File: src/rtl/jogador_automatico_if.sv
// Game-side link of the automatic player: LEDs and outcome flags in, start pulse and buttons out.
// The master modport is the player; the slave modport is the memory game it drives.
interface jogador_automatico_if;
   logic [3:0] leds;
   logic       pronto;
   logic       ganhou;
   logic       perdeu;
   logic       jogar;
   logic [3:0] botoes;

   modport master (input leds, pronto, ganhou, perdeu, output jogar, botoes);
   modport slave  (output leds, pronto, ganhou, perdeu, input jogar, botoes);
endinterface

File: src/rtl/jogador_automatico.sv
// Automatic memory-game player: records the leds exhibition, replays it on botoes with press/gap timing.
// Optional BOT_ERRO_PROPOSITAL_EN adds injetar_erro, which rotates the last replayed entry of a round.
module jogador_automatico #(
   parameter int MAX_JOGADAS = 16,
   parameter int T_QUIET     = 20,
   parameter int T_PRESS     = 4,
   parameter int T_GAP       = 4
) (
   input  logic                  clock,
   input  logic                  reset,
   input  logic                  habilitar,
`ifdef BOT_ERRO_PROPOSITAL_EN
   input  logic                  injetar_erro,
`endif
   jogador_automatico_if.master  jogo,
   output logic                  ativo,
   output logic                  erro,
   output logic [3:0]            db_contagem,
   output logic [3:0]            db_estado
);
   localparam int AW    = $clog2(MAX_JOGADAS);
   localparam int IW    = AW + 1;
   localparam int T_MAX = (T_QUIET > T_PRESS) ? ((T_QUIET > T_GAP) ? T_QUIET : T_GAP)
                                              : ((T_PRESS > T_GAP) ? T_PRESS : T_GAP);
   localparam int TW    = $clog2(T_MAX + 1);

   localparam logic [IW-1:0] CHEIO    = IW'(MAX_JOGADAS);
   localparam logic [IW-1:0] UM_I     = IW'(1);
   localparam logic [TW-1:0] UM_T     = TW'(1);
   localparam logic [TW-1:0] QUIET_M1 = TW'(T_QUIET - 1);
   localparam logic [TW-1:0] PRESS_M1 = TW'(T_PRESS - 1);
   localparam logic [TW-1:0] GAP_M1   = TW'(T_GAP - 1);

   typedef enum logic [3:0] {
      OCIOSO     = 4'd0,
      INICIA     = 4'd1,
      CAPTURA    = 4'd2,
      JOGA_PRESS = 4'd3,
      JOGA_GAP   = 4'd4,
      FIM        = 4'd5
   } estado_t;

   estado_t       estado, estado_d;
   logic [IW-1:0] contagem, contagem_d;
   logic [IW-1:0] indice, indice_d;
   logic [TW-1:0] temp, temp_d, temp_inc;
   logic [3:0]    anterior, anterior_d;
   logic [3:0]    botoes_q, botoes_d;
   logic [3:0]    entrada;
   logic          erro_d;
   logic          grava;
   logic          desfecho;
   logic          mascara;
   logic [3:0]    buffer [MAX_JOGADAS];

   assign temp_inc = (temp == '1) ? temp : temp + UM_T;
   // Outcome flags only matter once the game has actually been started.
   assign desfecho = (jogo.pronto | jogo.ganhou | jogo.perdeu)
                     && (estado != OCIOSO) && (estado != INICIA);
   assign mascara  = desfecho || !habilitar;

   always_comb begin
      estado_d   = estado;
      contagem_d = contagem;
      indice_d   = indice;
      temp_d     = temp;
      anterior_d = anterior;
      erro_d     = erro;
      grava      = 1'b0;
      botoes_d   = 4'b0;
      entrada    = 4'b0;

      case (estado)
         OCIOSO: begin
            temp_d = '0;
            if (habilitar) estado_d = INICIA;
         end
         INICIA: begin
            estado_d   = CAPTURA;
            contagem_d = '0;
            anterior_d = 4'b0;
            temp_d     = '0;
         end
         CAPTURA: begin
            anterior_d = jogo.leds;
            if (jogo.leds == 4'b0) begin
               temp_d = temp_inc;
               if (temp >= QUIET_M1 && contagem != '0) begin
                  estado_d = JOGA_PRESS;
                  indice_d = '0;
                  temp_d   = '0;
               end
            end else begin
               temp_d = '0;
               if (!$onehot(jogo.leds)) begin
                  erro_d   = 1'b1;
                  estado_d = FIM;
               end else if (jogo.leds != anterior) begin
                  if (contagem == CHEIO) begin
                     erro_d   = 1'b1;
                     estado_d = FIM;
                  end else begin
                     grava      = 1'b1;
                     contagem_d = contagem + UM_I;
                  end
               end
            end
         end
         JOGA_PRESS: begin
            if (temp == PRESS_M1) begin
               estado_d = JOGA_GAP;
               temp_d   = '0;
            end else begin
               temp_d = temp_inc;
            end
         end
         JOGA_GAP: begin
            if (temp == GAP_M1) begin
               temp_d   = '0;
               indice_d = indice + UM_I;
               if ((indice + UM_I) == contagem) begin
                  estado_d   = CAPTURA;
                  contagem_d = '0;
                  anterior_d = 4'b0;
               end else begin
                  estado_d = JOGA_PRESS;
               end
            end else begin
               temp_d = temp_inc;
            end
         end
         FIM: begin
            temp_d = '0;
         end
         default: estado_d = OCIOSO;
      endcase

      if (desfecho) begin
         estado_d = FIM;
         erro_d   = erro;
         grava    = 1'b0;
      end
      if (!habilitar) begin
         estado_d = OCIOSO;
         erro_d   = 1'b0;
         grava    = 1'b0;
         temp_d   = '0;
      end

      // The press value is latched on entry so the whole pulse stays stable.
      entrada = buffer[indice_d[AW-1:0]];
      if (estado_d == JOGA_PRESS) begin
         if (estado != JOGA_PRESS) begin
            botoes_d = entrada;
`ifdef BOT_ERRO_PROPOSITAL_EN
            if (injetar_erro && indice_d == contagem - UM_I)
               botoes_d = {entrada[2:0], entrada[3]};
`endif
         end else begin
            botoes_d = botoes_q;
         end
      end
   end

   always_ff @(posedge clock or posedge reset) begin
      if (reset) begin
         estado   <= OCIOSO;
         contagem <= '0;
         indice   <= '0;
         temp     <= '0;
         anterior <= 4'b0;
         botoes_q <= 4'b0;
         erro     <= 1'b0;
      end else begin
         estado   <= estado_d;
         contagem <= contagem_d;
         indice   <= indice_d;
         temp     <= temp_d;
         anterior <= anterior_d;
         botoes_q <= botoes_d;
         erro     <= erro_d;
      end
   end

   always_ff @(posedge clock) begin
      if (grava) buffer[contagem[AW-1:0]] <= jogo.leds;
   end

   assign jogo.botoes = mascara ? 4'b0 : botoes_q;
   assign jogo.jogar  = (estado == INICIA);
   assign ativo       = (estado == INICIA) || (estado == CAPTURA)
                        || (estado == JOGA_PRESS) || (estado == JOGA_GAP);
   assign db_estado   = estado;
   assign db_contagem = (estado == JOGA_PRESS || estado == JOGA_GAP) ? indice[3:0] : contagem[3:0];
endmodule
File: src/flat_wrapper.sv
// flat-port wrapper written by rule: the top's interface ports become plain ports
module jogador_automatico_flat 
#(
   parameter int MAX_JOGADAS = 16,
   parameter int T_QUIET     = 20,
   parameter int T_PRESS     = 4,
   parameter int T_GAP       = 4
)
  (clock, reset, habilitar, ativo, erro, db_contagem, db_estado, jogo_leds, jogo_pronto, jogo_ganhou, jogo_perdeu, jogo_jogar, jogo_botoes);
  jogador_automatico_if jogo_i ();
  input  logic clock;
  input  logic reset;
  input  logic habilitar;
  output logic ativo;
  output logic erro;
  output logic [3:0] db_contagem;
  output logic [3:0] db_estado;
  input wire logic [$bits(jogo_i.leds)-1:0] jogo_leds;
  input wire logic [$bits(jogo_i.pronto)-1:0] jogo_pronto;
  input wire logic [$bits(jogo_i.ganhou)-1:0] jogo_ganhou;
  input wire logic [$bits(jogo_i.perdeu)-1:0] jogo_perdeu;
  output wire logic [$bits(jogo_i.jogar)-1:0] jogo_jogar;
  output wire logic [$bits(jogo_i.botoes)-1:0] jogo_botoes;
  assign jogo_i.leds = jogo_leds;
  assign jogo_i.pronto = jogo_pronto;
  assign jogo_i.ganhou = jogo_ganhou;
  assign jogo_i.perdeu = jogo_perdeu;
  assign jogo_jogar = jogo_i.jogar;
  assign jogo_botoes = jogo_i.botoes;
  jogador_automatico #(.MAX_JOGADAS(MAX_JOGADAS), .T_QUIET(T_QUIET), .T_PRESS(T_PRESS), .T_GAP(T_GAP)) u_core (.clock(clock), .reset(reset), .habilitar(habilitar), .jogo(jogo_i), .ativo(ativo), .erro(erro), .db_contagem(db_contagem), .db_estado(db_estado));
endmodule
File: config.mk
export PLATFORM = sky130hd
export DESIGN_NAME = jogador_automatico_flat
export DESIGN_NICKNAME = d
export VERILOG_FILES = /design/src/rtl/jogador_automatico_if.sv /design/src/rtl/jogador_automatico.sv /design/src/flat_wrapper.sv
export SDC_FILE = /design/constraint.sdc
export NUM_CORES = 1
export LEC_CHECK = 0
export CAP_MARGIN = 30
export CORE_MARGIN = 2
export CORE_UTILIZATION = 50
export CTS_CLUSTER_SIZE = 30
export DETAILED_ROUTE_END_ITERATION = 6
export GPL_ROUTABILITY_DRIVEN = 0
export GPL_TIMING_DRIVEN = 0
export PLACE_DENSITY = 0.68
export SKIP_CTS_REPAIR_TIMING = 1
export SLEW_MARGIN = 20
export SYNTH_ARGS = -nofsm -noshare
export SYNTH_HDL_FRONTEND = slang
export SYNTH_SLANG_ARGS = --single-unit
File: constraint.sdc
create_clock -name clock -period 4.64 [get_ports clock]
set_input_delay 0.928 -clock clock [delete_from_list [all_inputs] [get_ports clock]]
set_output_delay 0.928 -clock clock [all_outputs]
set_load 0.03 [all_outputs]
=== Word-level counts from Yosys, hierarchy flattened ===
Memory sizes are Yosys's and may differ from the RTL's.
Cells that the tools add are included.

* Logic and storage cells: 119
* Input port bits: 10
* Memory bits (writable): 64
* Memories kept: 1
* Output and inout bits: 15
* Flip-flop bits (word level): 28

{| class="wikitable"
|+ Memory list
! memory !! words !! width !! rd ports !! clocked after Yosys merged registers in !! write ports !! line !! text
|-
| u_core.buffer || 16 || 4 || 1 || 0 || 1 || jogador_automatico.sv:54 || <nowiki>logic [3:0] buffer [MAX_JOGADAS];</nowiki>
|}

* Muxes and demuxes: 51
* Reductions and logical operators: 21
* Add/sub/neg operators: 6
* Bitwise operators: 2
* $lt $le $gt $ge: 1
* Eq/ne operators: 29

{| class="wikitable"
|+ Operators with widths
! cell !! number
|-
| $mux 5 || 14
|-
| $mux 4 || 15
|-
| $pmux 5 s3 || 2
|-
| $pmux 4 s6 || 1
|-
| $mux 1 || 17
|-
| $add 5x1->5 const B || 3
|-
| $ne 2x1->1 const B || 7
|-
| $eq 4x2->1 const B || 3
|-
| $pmux 4 s3 || 1
|-
| $eq 5x5->1 const B || 2
|-
| $ne 2x2->1 const B || 5
|-
| $pmux 5 s2 || 1
|-
| $eq 4x3->1 const B || 2
|-
| $logic_not 4->1 || 2
|-
| $reduce_and 7->1 || 1
|-
| $ne 3x3->1 const B || 2
|-
| $eq 5x2->1 const B || 1
|-
| $eq 5x5->1 || 1
|-
| $ge 5x5->1 const B || 1
|-
| $logic_or 1x1->1 || 5
|-
| $reduce_and 5->1 || 1
|-
| $reduce_bool 5->1 || 1
|-
| $add 1x1->2 || 2
|-
| $eq 4x1->1 const B || 1
|-
| 16 further kinds || 19
|}

=== Depth between registers and ports, before layout ===
* Depth after elaboration: 10
* Depth in mapped cells: 12
* Mapped depth without buffers: 12

=== Worst setup path after synthesis ===
Ideal clock, no wire load.

* Path type: input -> register
* Start: input port jogo_leds[0]
* End: memory u_core.buffer[0][0], enable pin
* Required time: 4.279 ns
* Setup time: 0.361 ns
* Arrival time: 3.113 ns
* Path slack: 1.166 ns
* Buffers on the path: 1
* Stages on the path: 10
* Cell sequence: inv_1 > ha_1 > ha_1 > fa_1 > nor3b_1 > and3_1 > clkbuf_1 > and3_1 > nand2_1 > nor3_1

* Longest elaborated chain between the ends: 10
* Elaborated cells on any way between the ends: 13
* Those cells by class: 2 x add/sub; 2 x eq/ne; 8 x mux; 1 x reduce/logical

{| class="wikitable"
|+ RTL lines
! item !! line !! text
|-
| start: declaration || flat_wrapper.sv:18 || <nowiki>input wire logic [$bits(jogo_i.leds)-1:0] jogo_leds;</nowiki>
|-
| $add 1x1->2 (implied by the code) || jogador_automatico.sv:95 || <nowiki>if (!$onehot(jogo.leds)) begin</nowiki>
|-
| $add 3x3->3 (implied by the code) || jogador_automatico.sv:95 ||
|-
| $eq 3x1->1 || jogador_automatico.sv:95 ||
|-
| $mux 1 || jogador_automatico.sv:95 ||
|-
| $mux 1 * || jogador_automatico.sv:86 || <nowiki>if (jogo.leds == 4'b0) begin</nowiki>
|-
| $mux 1 * || jogador_automatico.sv:73 || <nowiki>case (estado)</nowiki>
|-
| $mux 1 * || jogador_automatico.sv:138 || <nowiki>if (desfecho) begin</nowiki>
|-
| $mux 1 * || jogador_automatico.sv:143 || <nowiki>if (!habilitar) begin</nowiki>
|-
| $mux 1 * || jogador_automatico.sv:186 || <nowiki>if (grava) buffer[contagem[AW-1:0]] <= jogo.leds;</nowiki>
|-
| $mux 1 (implied by the code) * || jogador_automatico.sv:186 ||
|-
| end: declaration || jogador_automatico.sv:54 ||
|}

Mark *: on every way between the ends. The rest lies on a longest branch, timed or not.

=== Worst setup path in the final report ===
* Start: input port jogo_leds[0]
* End: memory u_core.buffer[2][1], enable pin

The elaborated chain is that of the path after synthesis.

==> metrics.yaml <==
layout:
  drive_above_1_share_pct: 11.2
  antenna_cells: 0
  area_growth_pct: 12.2
  fin_util_pct: 58.0
  instances_no_fill: 643
  nNetsFinal: 527
  fill_cells: 839
sta:
  setup_violations: 0
  whs_ns: 0.494
  hold_viol_final: 0
  finalClockSkew_ns: 0.0153
  drv_slew: 0
  rsz0062_at_grt: "no"
  fin_crit_ns: 4.29
  fin_crit_sh_pct: 92.5
  slew_headroom_pct: 53.9
  tightest_slew_ns: 0.690
  fmax_ghz: 0.233
detailed_routing:
  viasPerCell: 6.04
  drc: 0
  drtIter0Drc: 436
  drt_pass1_iterations: 5
  vias: 3886
  post_drt_wl_per_cell_um: 19.5
  drt-total-wl_um: 12500
  ant_nets: 0
die:
  pin_count: 25
  fp.coreArea_um2: 9770
  fp.dieArea_um2: 10900
  rows: 36
  die_y_um: 104
  die_w_um: 104
  start_util_pct: 51.7
cts:
  clockRootBuffer: "clkbuf_8"
  ctsHtreeMaxLevel: 3
  cts_tree: "built"
  cts.sinks: 92
  numCtsBuffers: 9
  worst_skew_pair.late_latency_ns: 0.39
  clk_pin_slew_ns: 0.10
  clk_path_buf_depth: 2
worst_setup_path:
  crit_type: "in -> reg"
  crit_path_end_kind: "flip-flop"
  cp-start-kind: "primary input"
  crit_fanout: 19
  arrival_ns: 4.32
  required_ns: 4.67
logic_synthesis:
  synth_seq_area_share_pct: 51.9
  yosys_register_bits: 92
  synth_cells: 470
  netlist_area_um2: 5050
  ys_warn_count: 0
  synth_ff_type: "edfxtp_1"
  synth-async-reset-ratio_pct: 30.4
  synth_edf_count: 64
  ys_types: 67
  synth_nets: 492
  avgSynthCellArea_um2: 10.7
min_path:
  hp-class: "reg -> reg"
global_route:
  grt_pass1_vias: 3869
  grt_max_degree: 29
  grt_pass1_wl_um: 20600
  grt_usage_pct: 24.6
  antenna_found_initial: 0
  grt_overflow: 0
pwr:
  leakage_nw: 2.18
  power.density_nw_per_um2: 314
  ir_drop_uv: 153
placed_design:
  numPortBuffers: 24
  dp.cells: 627
  dp_hpwl_um: 8940
flow_run:
  drv_cap: 0
status:
  outcome: "finished, final reports clean"
## synth_stat cells, drive strengths merged, types with 2 or more instances
library cell / instances / area [um2]
and2: 11 / 68.8
mux2: 7 / 78.8
and3: 9 / 56.3
o211ai: 3 / 22.5
a2111oi: 2 / 25.0
a31oi: 2 / 27.5
inv: 12 / 45.1
a211oi: 9 / 67.6
xnor2: 9 / 78.8
clkbuf: 12 / 45.0
ha: 11 / 138
nand2b: 3 / 18.8
a41oi: 3 / 26.3
o21a: 3 / 22.5
edfxtp: 64 / 1920
a21oi: 34 / 174
nand3: 13 / 65.1
nor3: 9 / 45.0
a22oi: 2 / 15.0
a21o: 3 / 22.5
xor2: 7 / 61.3
dfrtp: 28 / 701
or3: 2 / 12.5
nor4b: 3 / 62.6
o21ai: 21 / 109
mux2i: 16 / 160
a22o: 8 / 70.1
o2111ai: 2 / 17.5
nand4: 4 / 31.3
nand2: 72 / 275
nor2: 36 / 138
or4b: 2 / 23.8
o22a: 2 / 17.5
o221ai: 3 / 26.3
buf: 12 / 98.8
a311oi: 4 / 52.6
o31ai: 4 / 30.0
nor3b: 2 / 15.0
a221oi: 5 / 50.0
nor2b: 5 / 31.3
## cell usage in the layout, fill, tap and decap left out, types with 4 or more instances in the layout
| cell type | synthesis | routed |
|---|---|---|
| buf_6 | 5 | 5 |
| buf_2 | 4 | 4 |
| xor2_1 | 7 | 7 |
| o21ai_1 | 5 | 5 |
| ha_1 | 11 | 11 |
| mux2_2 | 5 | 5 |
| a211oi_1 | 9 | 9 |
| o31ai_1 | 4 | 4 |
| a22o_1 | 8 | 8 |
| nor3_1 | 9 | 9 |
| clkbuf_2 | 0 | 4 |
| dfrtp_1 | 28 | 28 |
| edfxtp_1 | 64 | 64 |
| o21ai_0 | 15 | 15 |
| and2_1 | 11 | 11 |
| inv_1 | 10 | 9 |
| clkdlybuf4s50_1 | 0 | 20 |
| clkbuf_1 | 12 | 12 |
| clkbuf_8 | 0 | 9 |
| a221oi_1 | 4 | 4 |
| mux2i_1 | 16 | 16 |
| nand3_1 | 13 | 13 |
| a21oi_1 | 33 | 33 |
| xnor2_1 | 9 | 9 |
| nor2b_1 | 5 | 5 |
| nor2_1 | 35 | 35 |
| and3_1 | 9 | 9 |
| nand2_1 | 70 | 70 |
## final cells by class
| cell class | count | area (um2) | area share (%) |
|---|---|---|---|
| inverter | 12 | 45.0 | 0.795 |
| buffer | 24 | 144 | 2.54 |
| clock inverter | 7 | 105 | 1.86 |
| multi-input combinational | 342 | 2240 | 39.5 |
| clock buffer | 9 | 124 | 2.19 |
| tap | 133 | 166 | 2.94 |
| sequential | 92 | 2620 | 46.3 |
| timing repair buffer | 24 | 220 | 3.89 |
## sequential cells by signal, summed over array words and instances (netlist names)
register and flops:
u_core.db_estado 4, u_core.indice 5, u_core.temp 5, u_core.contagem 5, u_core.botoes_q 4, u_core.erro 1, u_core.anterior 4, u_core.buffer 64
## through the flow
step	setup TNS, ns	power (mW)	worst slack, ns	instance area [um2]
after CTS	-5.46	1.79	-0.271	5690
after global placement	-27.73	1.16	-0.597	5460
after floorplan	0	1.09	1.17	5050
after detailed placement	-31.97	1.17	-0.679	5460
final	0	1.78	0.350	5670
after global routing	0	1.85	0.169	5670
## path summary, 6_finish.rpt
check	from	endpoint	slack [ns]	depth (start not counted)
max in group asynchronous	reset	u_core.contagem[1]$_DFFE_PP0P_	3.29	2
max	jogo_leds[0]	u_core.buffer[2][1]$_DFFE_PP_	0.35	11
max reg2reg	u_core.temp[0]$_DFFE_PP0P_	u_core.botoes_q[0]$_DFFE_PP0P_	1.53	10
min in group asynchronous	reset	u_core.contagem[2]$_DFFE_PP0P_	0.93	2
min reg2reg	u_core.botoes_q[1]$_DFFE_PP0P_	u_core.botoes_q[1]$_DFFE_PP0P_	0.49	2
min	u_core.botoes_q[1]$_DFFE_PP0P_	u_core.botoes_q[1]$_DFFE_PP0P_	0.49	2
## cell families (layout without fill, tap and decap cells)
group                      Yosys count  in the layout  synth area share, %
AOI/OAI and AO/OA                  116            116                 16.5
xor gates and xnor gates            16             16                 2.78
adders and majority gates           12             12                 3.12
buffers and inverters               36             76                 3.74
DFF                                 92             92                 51.9
muxes                               23             23                 4.73
other                                1              1               0.0743
and+or+nand+nor                    174            174                 17.2
## metal layers
layer / part of all wire, % / track usage, % / vias up / wire length, um
met5: 0 / 0 / - / 0
met4: 2.2 / 10.0 / 0 / 275
met3: 7.9 / 4.70 / 23 / 992
met2: 46 / 37.8 / 175 / 5770
met1: 44 / 34.3 / 1886 / 5480
li1: - / - / 1802 / -
## power breakdown
group	leakage, nW	internal, mW	switching, mW	total, mW
sequential	0.939	0.889	0.0129	0.902
clock	0.113	0.313	0.314	0.626
combinational	1.12	0.0922	0.156	0.248
## critical path, cell delays in order
cell	delay [ns]
clkbuf_2	0.36
inv_1	0.11
ha_1	0.32
ha_1	0.22
fa_1	0.44
nor3b_1	0.38
and3_1	0.21
clkbuf_1	0.26
and3_1	0.28
nand2_1	0.22
nor3_1	0.57
(Power assumes the default switching activity.)
